<file path="config.mk">
export PLATFORM = sky130hd
export DESIGN_NAME = konark_mailbox
export DESIGN_NICKNAME = d
export VERILOG_FILES = /design/src/rtl/konark_mailbox.sv
export SDC_FILE = /design/constraint.sdc
export NUM_CORES = 1
export LEC_CHECK = 0
export CORE_UTILIZATION = 52
export CTS_CLUSTER_DIAMETER = 120
export DETAILED_ROUTE_END_ITERATION = 10
export GPL_ROUTABILITY_DRIVEN = 0
export PLACE_DENSITY = 0.87
export SYNTH_ARGS = -nofsm -noshare
export SYNTH_HDL_FRONTEND = slang
export SYNTH_SLANG_ARGS = --single-unit
</file>
<file path="constraint.sdc">
create_clock -name clk_i -period 4.32 [get_ports clk_i]
set_clock_uncertainty 0.05 [all_clocks]
set_input_delay 1.08 -clock clk_i [delete_from_list [all_inputs] [get_ports clk_i]]
set_output_delay 1.08 -clock clk_i [all_outputs]
set_load 0.005 [all_outputs]
</file>
<file path="src/rtl/konark_mailbox.sv">
// konark_mailbox: host-to-cluster message FIFO with an occupancy doorbell.
// Words enter from the host over a valid/ready port and leave toward the cluster
// over a second valid/ready port. count_o and irq_o are registered and always agree.
module konark_mailbox #(
    parameter  int unsigned DataWidth = 32,
    parameter  int unsigned Depth     = 8,
    localparam int unsigned CntWidth  = $clog2(Depth) + 1
) (
    input  logic                 clk_i,
    input  logic                 rst_ni,
    input  logic [DataWidth-1:0] host_data_i,
    input  logic                 host_valid_i,
    output logic                 host_ready_o,
    output logic [DataWidth-1:0] cl_data_o,
    output logic                 cl_valid_o,
    input  logic                 cl_ready_i,
    input  logic                 flush_i,
    input  logic                 irq_en_i,
    input  logic [CntWidth-1:0]  irq_thresh_i,
    output logic [CntWidth-1:0]  count_o,
    output logic                 irq_o
);

    localparam int unsigned         PtrWidth = $clog2(Depth);
    localparam logic [CntWidth-1:0] Full     = CntWidth'(Depth);

    logic [DataWidth-1:0] mem [Depth];
    logic [PtrWidth-1:0]  wr_ptr;
    logic [PtrWidth-1:0]  rd_ptr;
    logic [CntWidth-1:0]  count_q;
    logic [CntWidth-1:0]  count_next;
    logic                 ready_q;
    logic                 irq_q;
    logic                 push;
    logic                 pop;

    // Ready/valid come straight from registers; a full FIFO refuses pushes even during a pop.
    assign host_ready_o = ready_q && (count_q != Full);
    assign cl_valid_o   = (count_q != '0);
    assign cl_data_o    = mem[rd_ptr];
    assign count_o      = count_q;
    assign irq_o        = irq_q;

    assign push = host_valid_i && host_ready_o;
    assign pop  = cl_valid_o && cl_ready_i;

    // Occupancy after this edge; flush wins over any concurrent push or pop.
    always_comb begin
        count_next = count_q;
        if (flush_i) begin
            count_next = '0;
        end else if (push && !pop) begin
            count_next = count_q + CntWidth'(1);
        end else if (pop && !push) begin
            count_next = count_q - CntWidth'(1);
        end
    end

    // Pointers, occupancy, startup ready and the doorbell, all cleared by reset.
    always_ff @(posedge clk_i) begin
        if (!rst_ni) begin
            ready_q <= 1'b0;
            wr_ptr  <= '0;
            rd_ptr  <= '0;
            count_q <= '0;
            irq_q   <= 1'b0;
        end else begin
            ready_q <= 1'b1;
            if (flush_i) begin
                wr_ptr <= '0;
                rd_ptr <= '0;
            end else begin
                if (push) begin
                    wr_ptr <= wr_ptr + PtrWidth'(1);
                end
                if (pop) begin
                    rd_ptr <= rd_ptr + PtrWidth'(1);
                end
            end
            count_q <= count_next;
            irq_q   <= irq_en_i && (irq_thresh_i != '0) && (count_next >= irq_thresh_i);
        end
    end

    // Storage array; contents are not reset, only the pointers are.
    always_ff @(posedge clk_i) begin
        if (rst_ni && push && !flush_i) begin
            mem[wr_ptr] <= host_data_i;
        end
    end

`ifndef SYNTHESIS
    // A host word waiting for acceptance must stay valid and unchanged.
    property p_host_hold;
        @(posedge clk_i) disable iff (!rst_ni)
            (host_valid_i && !host_ready_o) |=> (host_valid_i && $stable(host_data_i));
    endproperty
    host_hold_a: assert property (p_host_hold);
`endif

endmodule

</file>
==> summary.txt, run 1 <==
Worst hold path
  – Hold depth: 2
  – Worst Hold Launch: rd_ptr[1]$_SDFFE_PP0N_
  – Worst Hold Class: reg -> reg

Pwr
  – P_int: 0.00412 W
  – Comb pwr share: 3.3%
  – Clock power frac: 39.8%
  – Psw: 0.000956 W
  – PwrDens: 405 nW/um^2
  – Power share of the sequential group: 56.9%
  – Leakage: 3.90 nW
  – Max IR drop VDD: 325 uV
  – Sw Ratio: 18.8%

Worst setup path
  – Crit. End Element: primary output
  – Critical path class: reg -> out
  – R2R depth: 11
  – Crit Path Max Fanout: 22
  – R2R Path Start: count_o[1]$_SDFF_PN0_
  – R2R Setup Slk: 1610 ps
  – Reg2reg end: irq_o$_SDFF_PN0_
  – Worst setup SP type: register
  – Critical path required time: 3190 ps
  – CP arrival: 2740 ps

Clock tree
  – Post-cts sizing count: 0
  – Bufs on Longest Clock Path: 3
  – Sink Count: 271
  – H-tree levels: 1
  – Setup Fix Bufs, Post-CTS: 0
  – CTS tree: yes
  – Reg clk slew, reported paths: 60 ps
  – Clock latency on the worst-skew pair: 500 ps
  – CTS root buffer: clkbuf_16
  – Hold_buf cts: 0
  – CTS buffer count: 25

Floorplanning
  – Rows: 51
  – Core ar.: 19700 um^2
  – Die area: 20800 um^2
  – Initial core utilization: 53.5%
  – Top-level port count: 81
  – Die X: 144 um
  – Die height: 144 um

Cells and area
  – Multi-input logic area: 2450 um^2
  – Diodes inserted: 0
  – Post-Layout Cell Count: 862
  – Util after Layout: 63.7%
  – Fraction of layout cells with a size suffix above 1: 27.0%
  – Area Growth Syn to Fin: 19.1%
  – Sequential standard cell area: 8000 um^2
  – Nets: 629
  – Fin area: 12500 um^2
  – Fill cells: 1307

Timing
  – Hold Vio Cnt, Final: 0
  – Setup tns final: 0 ps
  – Worst slew pin tran: 952 ps
  – Crit share post-route: 89.5%
  – Final slew viol count: 0
  – Max-slew headroom: 36.5%
  – Final Setup Violations: 0
  – RSZ-0062 raised after global routing: no
  – Final setup margin: 455 ps
  – Fmax achieved: 0.259 GHz
  – Fin crit period: 3870 ps

Drt
  – Initial drt markers: 331
  – Detailed-route DRC error count: 0
  – Via Count: 4947
  – Per-cell routed wire length: 22.5 um
  – Vias/cell: 5.74
  – Routed wire length: 19400 um
  – Final ANT Viol Nets: 0
  – First-pass iteration count of the detailed router: 4

Synth
  – Synth cell types: 37
  – Syn. warnings: 0
  – Post-Synthesis Cells: 480
  – Synth async-reset ratio: 0%
  – Syn Std Cell Area: 10500 um^2
  – Sequential share of the synthesized area: 76.0%
  – Ys flop type: edfxtp_1
  – Synth area leader: edfxtp_1
  – Number of synthesized register bits: 271
  – Synth top area cells: edfxtp_1 (73%), mux4_2 (14%), mux2_2 (3.4%)
  – Syn Nets: 530
  – EDFF count, synth: 256
  – Share of the synthesized area in the top cell type: 73.1%
  – Synthesized area per cell: 21.9 um^2

Place
  – Dpl hpwl: 11800 um
  – Placed cell areas: 11800 um^2
  – Placed insts: 817
  – Port buffer count: 80
  – Pre-CTS setup slack: 779 ps

Global routing
  – Largest net degree at the start of global routing: 44
  – Antenna violations before repair: 3
  – Gr ovfl total: 0
  – Number of global-route vias before repair: 5304
  – GR Util All Layers: 19.4%
  – First-pass GRT wire length: 29500 um

Run status
  – Status: finished, final reports clean

Flow run
  – Max-Cap Viols: 0
==> layer usage <==
metal	global-route usage, %	vias to the layer above	routed length, um
li1	-	2170	-
met1	24.6	2580	7580
met2	33.6	161	10200
met3	4.80	32	1350
met4	4.93	4	277
met5	0	-	22
==> layout by cell type, fill, tap and decap left out, types with 4 or more instances in the layout <==
master           netlist  layout
nor2_4                 0       6
nor2_1                16      10
nand2b_1               5       5
clkbuf_16              0      25
inv_1                  7       7
clkinv_1               0       7
a21oi_1                6       6
mux4_2                64      64
clkdlybuf4s50_1        0      80
clkbuf_1              12       6
ha_1                   8       8
edfxtp_1             256     256
nand2_1                9       9
clkbuf_8               0       5
dfxtp_1               15      12
nand3_1                4       4
buf_4                  0      12
mux2_2                32      32
==> layout make-up <==
cell class / count / share of cell area [%]
Inverter: 7 / 0.210
Sequential cell: 271 / 63.9
Clock buffer: 36 / 5.73
Tap cell: 265 / 2.65
Multi-Input combinational cell: 179 / 19.6
Timing Repair Buffer: 95 / 7.60
Clock inverter: 9 / 0.320
==> per-stage QoR <==
| step | power (W) | hold slack [ps] |
|---|---|---|
| finish | 0.00507 | 461 |
| floorplan | 0.00301 | 404 |
| CTS | 0.00511 | 463 |
| global placement | 0.00310 | 421 |
| global route | 0.00521 | 496 |
| detailed placement | 0.00311 | 448 |
==> critical path, stage by stage, from the launching register on <==
cell and delay, ps:
dfxtp_4 620, buf_12 270, mux4_2 520, mux2_2 280, clkdlybuf4s50_1 520
==> how the worst max path moves through the flow <==
stage | end | slack [ps]
after floorplan | mem[1][0]$_DFFE_PP_ | 690
after global placement | mem[0][12]$_DFFE_PP_ | 860
after detailed placement | mem[0][21]$_DFFE_PP_ | 780
after CTS | cl_data_o[28] | 370
after global routing | cl_data_o[28] | 300
final | cl_data_o[28] | 450
==> power by group through the flow <==
stage | Sequential [W] | Clock (W) | Combinational (W)
final | 0.00289 | 0.00202 | 0.000169
after global routing | 0.00289 | 0.00214 | 0.000182
after CTS | 0.00289 | 0.00205 | 0.000170
after detailed placement | 0.00294 | 0 | 0.000169
after global placement | 0.00294 | 0 | 0.000161
after floorplan | 0.00294 | 0 | 0.0000686
==> synth_stat cells (all sizes together) (3+ instances only) <==
cell type  count
clkbuf        13
nand2          9
nor2          16
mux2          35
nor2b          3
inv            7
nand2b         5
dfxtp         15
buf           10
nand3          4
mux4          64
a21oi          6
ha             8
and2           4
edfxtp       256
==> logic make-up after synthesis <==
logic type / after synthesis / synth area share, %
adder cells (fa/ha/maj): 8 / 0.952
XOR/XNOR: 5 / 0.548
AND/OR/NAND/NOR: 50 / 2.55
multiplexers: 101 / 17.8
AO/OA/AOI/OAI: 15 / 0.893
flip-flops: 271 / 76.0
buffers and inverters: 30 / 1.31
==> registers in the layout (all words and copies together) (netlist names), named ones only <==
signal / cells
count_o: 4
irq_o: 1
mem: 256
rd_ptr: 3
ready_q: 1
wr_ptr: 3
Power figures use the tool's default switching activity.
==> inputs of run 2 (changes only) <==
--- a/config.mk
+++ b/config.mk
@@ -9,7 +9,9 @@
 export CTS_CLUSTER_DIAMETER = 120
 export DETAILED_ROUTE_END_ITERATION = 10
 export GPL_ROUTABILITY_DRIVEN = 0
+export MAX_ROUTING_LAYER = met4
 export PLACE_DENSITY = 0.87
 export SYNTH_ARGS = -nofsm -noshare
 export SYNTH_HDL_FRONTEND = slang
 export SYNTH_SLANG_ARGS = --single-unit
+export TNS_END_PERCENT = 50
==> run 2 against run 1 <==
Net effect:
- combinational power is essentially flat
- critical path depth is the same
- non-clock buffer count is 2 lower
- highest routed layer is now met4
- cell count increased by 0.35%
- critical path type unchanged
==> summary.txt, run 2 (synthesis results as in run 1) <==
Clock tree
  – Bufs on Longest Clock Path: 3 (unchanged)
  – CTS buffer count: 26 (+4.0%)
  – CTS tree: yes
  – H-tree levels: 1 (unchanged)
  – Hold_buf cts: 0 (unchanged)
  – CTS root buffer: clkbuf_16
  – Clock latency on the worst-skew pair: 520 ps (+20 ps)
  – Reg clk slew, reported paths: 60 ps (about the same)
  – Sink Count: 271 (unchanged)
  – Post-cts sizing count: 0 (unchanged)
  – Setup Fix Bufs, Post-CTS: 0 (unchanged)

Floorplanning
  – Core ar.: 19700 um^2 (unchanged)
  – Die height: 144 um (unchanged)
  – Die area: 20800 um^2 (unchanged)
  – Die X: 144 um (unchanged)
  – Initial core utilization: 53.5% (unchanged)
  – Rows: 51 (unchanged)
  – Top-level port count: 81 (unchanged)

Worst setup path
  – Crit Path Max Fanout: 25 (+14%)
  – CP arrival: 2880 ps (+140 ps)
  – Largest stage delay on the critical path: 670 ps (+50 ps)
  – Crit-path slowest cell: dfxtp_4
  – R2R depth: 11 (unchanged)
  – Worst setup SP type: register
  – Crit. End Element: primary output
  – CP Cell Sequence: buf_4 -> mux4_2 -> mux2_2 -> clkdlybuf4s50_1
  – Critical path class: reg -> out
  – R2R Setup Slk: 1590 ps (-20 ps)
  – Critical path required time: 3190 ps (about the same)

Drt
  – First-pass iteration count of the detailed router: 4 (unchanged)
  – Vias/cell: 5.73 (-0.15%)
  – Initial drt markers: 289 (-13%)
  – Final ANT Viol Nets: 0 (unchanged)
  – Detailed-route DRC error count: 0 (unchanged)
  – Per-cell routed wire length: 22.6 um (+0.40%)
  – Via Count: 4957 (+0.20%)
  – Routed wire length: 19500 um (+0.75%)

Pwr
  – Leakage: 3.93 nW (+0.74%)
  – PwrDens: 414 nW/um^2 (+2.0%)
  – Max IR drop VDD: 300 uV (-7.7%)
  – Power share of the sequential group: 55.5% (-1.4 points)
  – Comb pwr share: 3.2% (about the same)
  – Sw Ratio: 18.9% (about the same)
  – Clock power frac: 41.3% (+1.5 points)
  – P_int: 0.00422 W (+2.6%)
  – Psw: 0.000981 W (+2.6%)

Place
  – Port buffer count: 80 (unchanged)
  – Dpl hpwl: 11200 um (-4.9%)
  – Placed insts: 815 (-0.24%)

Global routing
  – GR Util All Layers: 20.4% (+1.0 points)
  – Antenna violations before repair: 1 (-2)
  – Gr ovfl total: 0 (unchanged)
  – Largest net degree at the start of global routing: 58 (+32%)
  – First-pass GRT wire length: 30000 um (+1.8%)
  – Number of global-route vias before repair: 5361 (+1.1%)

Worst hold path
  – Worst Hold Class: reg -> reg
  – Hold depth: 2 (unchanged)

Cells and area
  – Commonest non-fill, non-tap cell in the layout: edfxtp_1
  – Fraction of layout cells with a size suffix above 1: 27.1% (+0.12 points)
  – Commonest cells after routing, fill and taps aside: edfxtp_1 (256), clkdlybuf4s50_1 (80), mux4_2 (64), mux2_2 (32), clkbuf_16 (27)
  – Nets: 628 (-0.16%)
  – Largest Register: mem
  – Largest register FFs: 256 (unchanged)
  – Post-Layout Cell Count: 865 (+0.35%)
  – Area Growth Syn to Fin: 19.7%

Timing
  – RSZ-0062 raised after global routing: no
  – Final slew viol count: 0 (unchanged)
  – Final Setup Violations: 0 (unchanged)
  – Fmax achieved: 0.249 GHz (-3.6%)
  – Setup tns final: 0 ps (unchanged)
  – Max-slew headroom: 38.6% (+2.0 points)
  – Fin crit period: 4010 ps (+143 ps)
  – Crit share post-route: 92.8% (+3.3 points)
  – Worst slew pin tran: 922 ps (-30.4 ps)
  – Min Hold Slack: 463 ps (+1.43 ps)
  – Hold Vio Cnt, Final: 0 (unchanged)

Run status
  – Status: finished, final reports clean

Flow run
  – Max-Cap Viols: 0 (unchanged)
run 2: cell types whose count changed in the layout (fill, tap and decap cells not counted), moves of 2 or more:
cell       before  now
buf_12          3    5
buf_4          12    8
bufinv_16       0    2
clkbuf_1        6    3
clkbuf_16      25   27
clkbuf_8        5    0
clkinv_1        7   10
clkinv_2        1    5
diode_2         0    2
run 2: area by class of cell:
type | count | area [um^2]
fillers | 1312 | 7070
repair buffers | 93 | 961
well taps | 265 | 332
clock buffers | 30 | 687
inverters | 7 | 26.3
multi-input cells | 179 | 2450
diodes | 2 | 5.00
flip-flops and latches | 271 | 7990
clock inverters | 18 | 130
run 2: path summary, 6_finish.rpt:
path,start,to
worst max register to register,count_o[1]$_SDFF_PN0_,irq_o$_SDFF_PN0_
worst min register to register,rd_ptr[1]$_SDFFE_PP0N_,register
worst min-delay path,rd_ptr[1]$_SDFFE_PP0N_,register
worst max-delay path,register,cl_data_o[2]
run 2: metal layers:
| metal | part of all wire, % | vias up | global-route usage [%] |
|---|---|---|---|
| li1 | - | 2183 | - |
| met1 | 39 | 2552 | 24.8 |
| met2 | 53 | 190 | 35.5 |
| met3 | 6.3 | 32 | 3.58 |
| met4 | 1.6 | 0 | 5.54 |
| met5 | 0 | - | - |
run 2: per-stage QoR:
| stage | setup slack, ps | power [W] | utilization (%) | cell area (um^2) |
|---|---|---|---|---|
| after global placement | 826 | 0.00310 | 59.8 | 11800 |
| final | 312 | 0.00520 | 64.0 | 12600 |
| after detailed placement | 694 | 0.00311 | 59.8 | 11800 |
| after global routing | 146 | 0.00534 | 64.0 | 12600 |
| after floorplan | -41.0 | 0.00301 | - | 10500 |
| after CTS | 237 | 0.00524 | 64.0 | 12600 |
run 2: critical path: cells and delay by family, from the launching register on:
family	cells	cell delay [ps]
flip-flops	1	670
buffers and inverters	2	830
multiplexers	2	850
run 2: power groups by stage:
stage,clock network (W),logic [W],registers [W]
2_1_floorplan,0,0.0000686,0.00294
3_3_place_gp,0,0.000160,0.00294
3_5_place_dp,0,0.000167,0.00294
4_1_cts,0.00218,0.000169,0.00289
5_1_grt,0.00228,0.000181,0.00289
6_report,0.00215,0.000168,0.00289
==> inputs of run 3 (changes only) <==
==> constraint.sdc (replaced) <==
create_clock -name clk_i -period 3.46 [get_ports clk_i]
set_clock_uncertainty 0.05 [all_clocks]
set_input_delay 0.865 -clock clk_i [delete_from_list [all_inputs] [get_ports clk_i]]
set_output_delay 0.865 -clock clk_i [all_outputs]
set_load 0.005 [all_outputs]
==> run 3 against run 2 <==
Net effect:
- critical path depth grew 1
- global-route usage is 2.0 points higher
- combinational power is 33% higher
- clock-buffer cell count rose by 2
- routed wire length rose by 11%
- largest power group unchanged
==> summary.txt, run 3 (synthesis results as in run 1) <==
Run status
  – Status: finished, final reports clean

Clock tree
  – H-tree levels: 1 (unchanged)
  – Sink Count: 271 (unchanged)
  – CTS buffer count: 27 (+3.8%)
  – Bufs on Longest Clock Path: 3 (unchanged)
  – Reg clk slew, reported paths: 60 ps (about the same)
  – CTS tree: yes
  – Hold_buf cts: 0 (unchanged)
  – CTS root buffer: clkbuf_16
  – Clock latency on the worst-skew pair: 520 ps (about the same)

Floorplanning
  – Top-level port count: 81 (unchanged)
  – Rows: 51 (unchanged)
  – Die area: 20800 um^2 (unchanged)
  – Die height: 144 um (unchanged)
  – Die X: 144 um (unchanged)
  – Core ar.: 19700 um^2 (unchanged)
  – Initial core utilization: 53.5% (unchanged)

Timing
  – Max-slew headroom: 72.7% (+34 points)
  – Final slew viol count: 0 (unchanged)
  – Fin crit period: 3410 ps
  – Setup tns final: 0 ps (unchanged)
  – Crit share post-route: 98.5%
  – Fmax achieved: 0.293 GHz
  – Final setup margin: 50.7 ps (-261 ps)
  – RSZ-0062 raised after global routing: no
  – Worst slew pin tran: 410 ps (-512 ps)
  – Min Hold Slack: 451 ps (-11.5 ps)
  – Hold Vio Cnt, Final: 0 (unchanged)
  – Final Setup Violations: 0 (unchanged)

Worst setup path
  – Crit Path Max Fanout: 13 (-48%)
  – R2R Setup Slk: 720 ps (-870 ps)
  – R2R Path Start: count_o[0]$_SDFF_PN0_
  – Reg2reg end: irq_o$_SDFF_PN0_
  – Crit-path slowest cell: mux4_2
  – Critical path class: reg -> out
  – R2R depth: 11 (unchanged)
  – Family with the most delay on the worst path: multiplexers
  – Critical path required time: 2540 ps (-650 ps)
  – CP bufs+invs: 3 (+1)
  – CP Cell Sequence: buf_12 -> buf_12 -> mux4_2 -> mux2_4 -> clkdlybuf4s50_1
  – Crit-path most repeated cell: buf_12
  – Largest stage delay on the critical path: 540 ps (-130 ps)
  – Crit. End Element: primary output
  – Worst setup SP type: register
  – CP arrival: 2490 ps (-390 ps)

Pwr
  – Total power: 0.00670 W (+29%)
  – Max IR drop VDD: 379 uV (+27%)
  – PwrDens: 521 nW/um^2 (+26%)
  – Leakage: 4.09 nW (+4.1%)

Global routing
  – GR Util All Layers: 22.4% (+2.0 points)
  – Number of global-route vias before repair: 5506 (+2.7%)
  – Largest net degree at the start of global routing: 65 (+12%)
  – First-pass GRT wire length: 32300 um (+7.6%)
  – Gr ovfl total: 0 (unchanged)
  – Antenna violations before repair: 0 (-1)

Drt
  – Vias/cell: 5.83 (+1.7%)
  – Detailed-route DRC error count: 0 (unchanged)
  – Routed wire length: 21700 um (+11%)
  – Per-cell routed wire length: 24.6 um (+8.7%)
  – Initial drt markers: 328 (+13%)
  – Via Count: 5151 (+3.9%)
  – First-pass iteration count of the detailed router: 5 (+1)
  – Final ANT Viol Nets: 0 (unchanged)

Cells and area
  – Fill cells: 1253 (-4.5%)
  – Fraction of layout cells with a size suffix above 1: 29.6% (+2.5 points)
  – Nets: 649 (+3.3%)
  – Largest Register: mem
  – Area Growth Syn to Fin: 22.4%
  – Commonest cells after routing, fill and taps aside: edfxtp_1 (256), clkdlybuf4s50_1 (77), mux4_2 (64), mux2_2 (30), clkbuf_16 (27)
  – Commonest non-fill, non-tap cell in the layout: edfxtp_1
  – Largest register FFs: 256 (unchanged)
  – Fin area: 12900 um^2 (+2.3%)
  – Diodes inserted: 0 (-2)

Worst hold path
  – Worst Hold Launch: rd_ptr[1]$_SDFFE_PP0N_
  – Hold depth: 2 (unchanged)
  – Worst Hold Class: reg -> reg

Place
  – Dpl hpwl: 11700 um (+4.2%)
  – Port buffer count: 80 (unchanged)
  – Pre-CTS setup slack: 299 ps (-395 ps)
  – Placed cell areas: 11900 um^2 (+1.2%)

Flow run
  – Max-Cap Viols: 0 (unchanged)
[run 3: cell types whose count changed in the layout (fill, tap and decap cells not counted), sizes merged]
cell           change
clkbuf             +3
diode              -2
dlygate4sd2        +3
clkinvlp           -1
inv                +1
clkinv             -3
clkdlybuf4s50      -3
buf               +19
bufinv             +2
[run 3: cell type report]
class / instances / area (um^2) / area share, %
inverters: 7 / 26.3 / 0.204
flip-flops and latches: 271 / 7990 / 62.1
clock inverters: 17 / 183 / 1.42
well taps: 265 / 332 / 2.58
clock buffers: 32 / 694 / 5.40
repair buffers: 113 / 1180 / 9.19
multi-input cells: 179 / 2450 / 19.1
[run 3: timing repair]
action	CTS	global route
buffers inserted	3	6
endpoints found under the setup margin	28	21
resized for setup	5	0
[run 3: how the worst max path moves through the flow]
stage / depth (start not counted) / slack, ps / start / endpoint
after floorplan: 5 / -690 / host_valid_i / mem[4][0]$_DFFE_PP_
after global placement: 10 / 350 / host_valid_i / irq_o$_SDFF_PN0_
after detailed placement: 10 / 300 / host_valid_i / irq_o$_SDFF_PN0_
after CTS: 4 / -30 / register / cl_data_o[19]
after global routing: 5 / 3 / register / cl_data_o[19]
final: 5 / 50 / register / cl_data_o[1]
[run 3: worst reg2reg max path: stages (launching register included)]
cell and delay (ps):
dfxtp_1 380, inv_1 100, ha_1 250, or3b_1 490, and2_4 230, xnor3_1 200
or2_2 290, ha_1 280, inv_1 30, a21boi_0 140, o21ai_0 90, a21oi_1 140
[run 3: power breakdown]
group	internal (W)	switching (W)	total, W
Clock	0.00172	0.00115	0.00287
Sequential	0.00360	0.00000737	0.00360
Combinational	0.000121	0.000102	0.000224
[run 3: metal layers]
layer / up-vias / share of wire [%] / global-route usage (%)
met3: 44 / 5.8 / 3.15
met1: 2662 / 39 / 27.3
li1: 2228 / - / -
met5: - / 0 / -
met2: 217 / 53 / 38.9
met4: 0 / 2.3 / 7.09
[run 3: metrics by stage]
step                      std cells  util [%]
after floorplan                 480         -
after CTS                       878      65.2
after detailed placement        826      60.6
final                           884      65.5
after global routing            884      65.5
after global placement          826      60.6
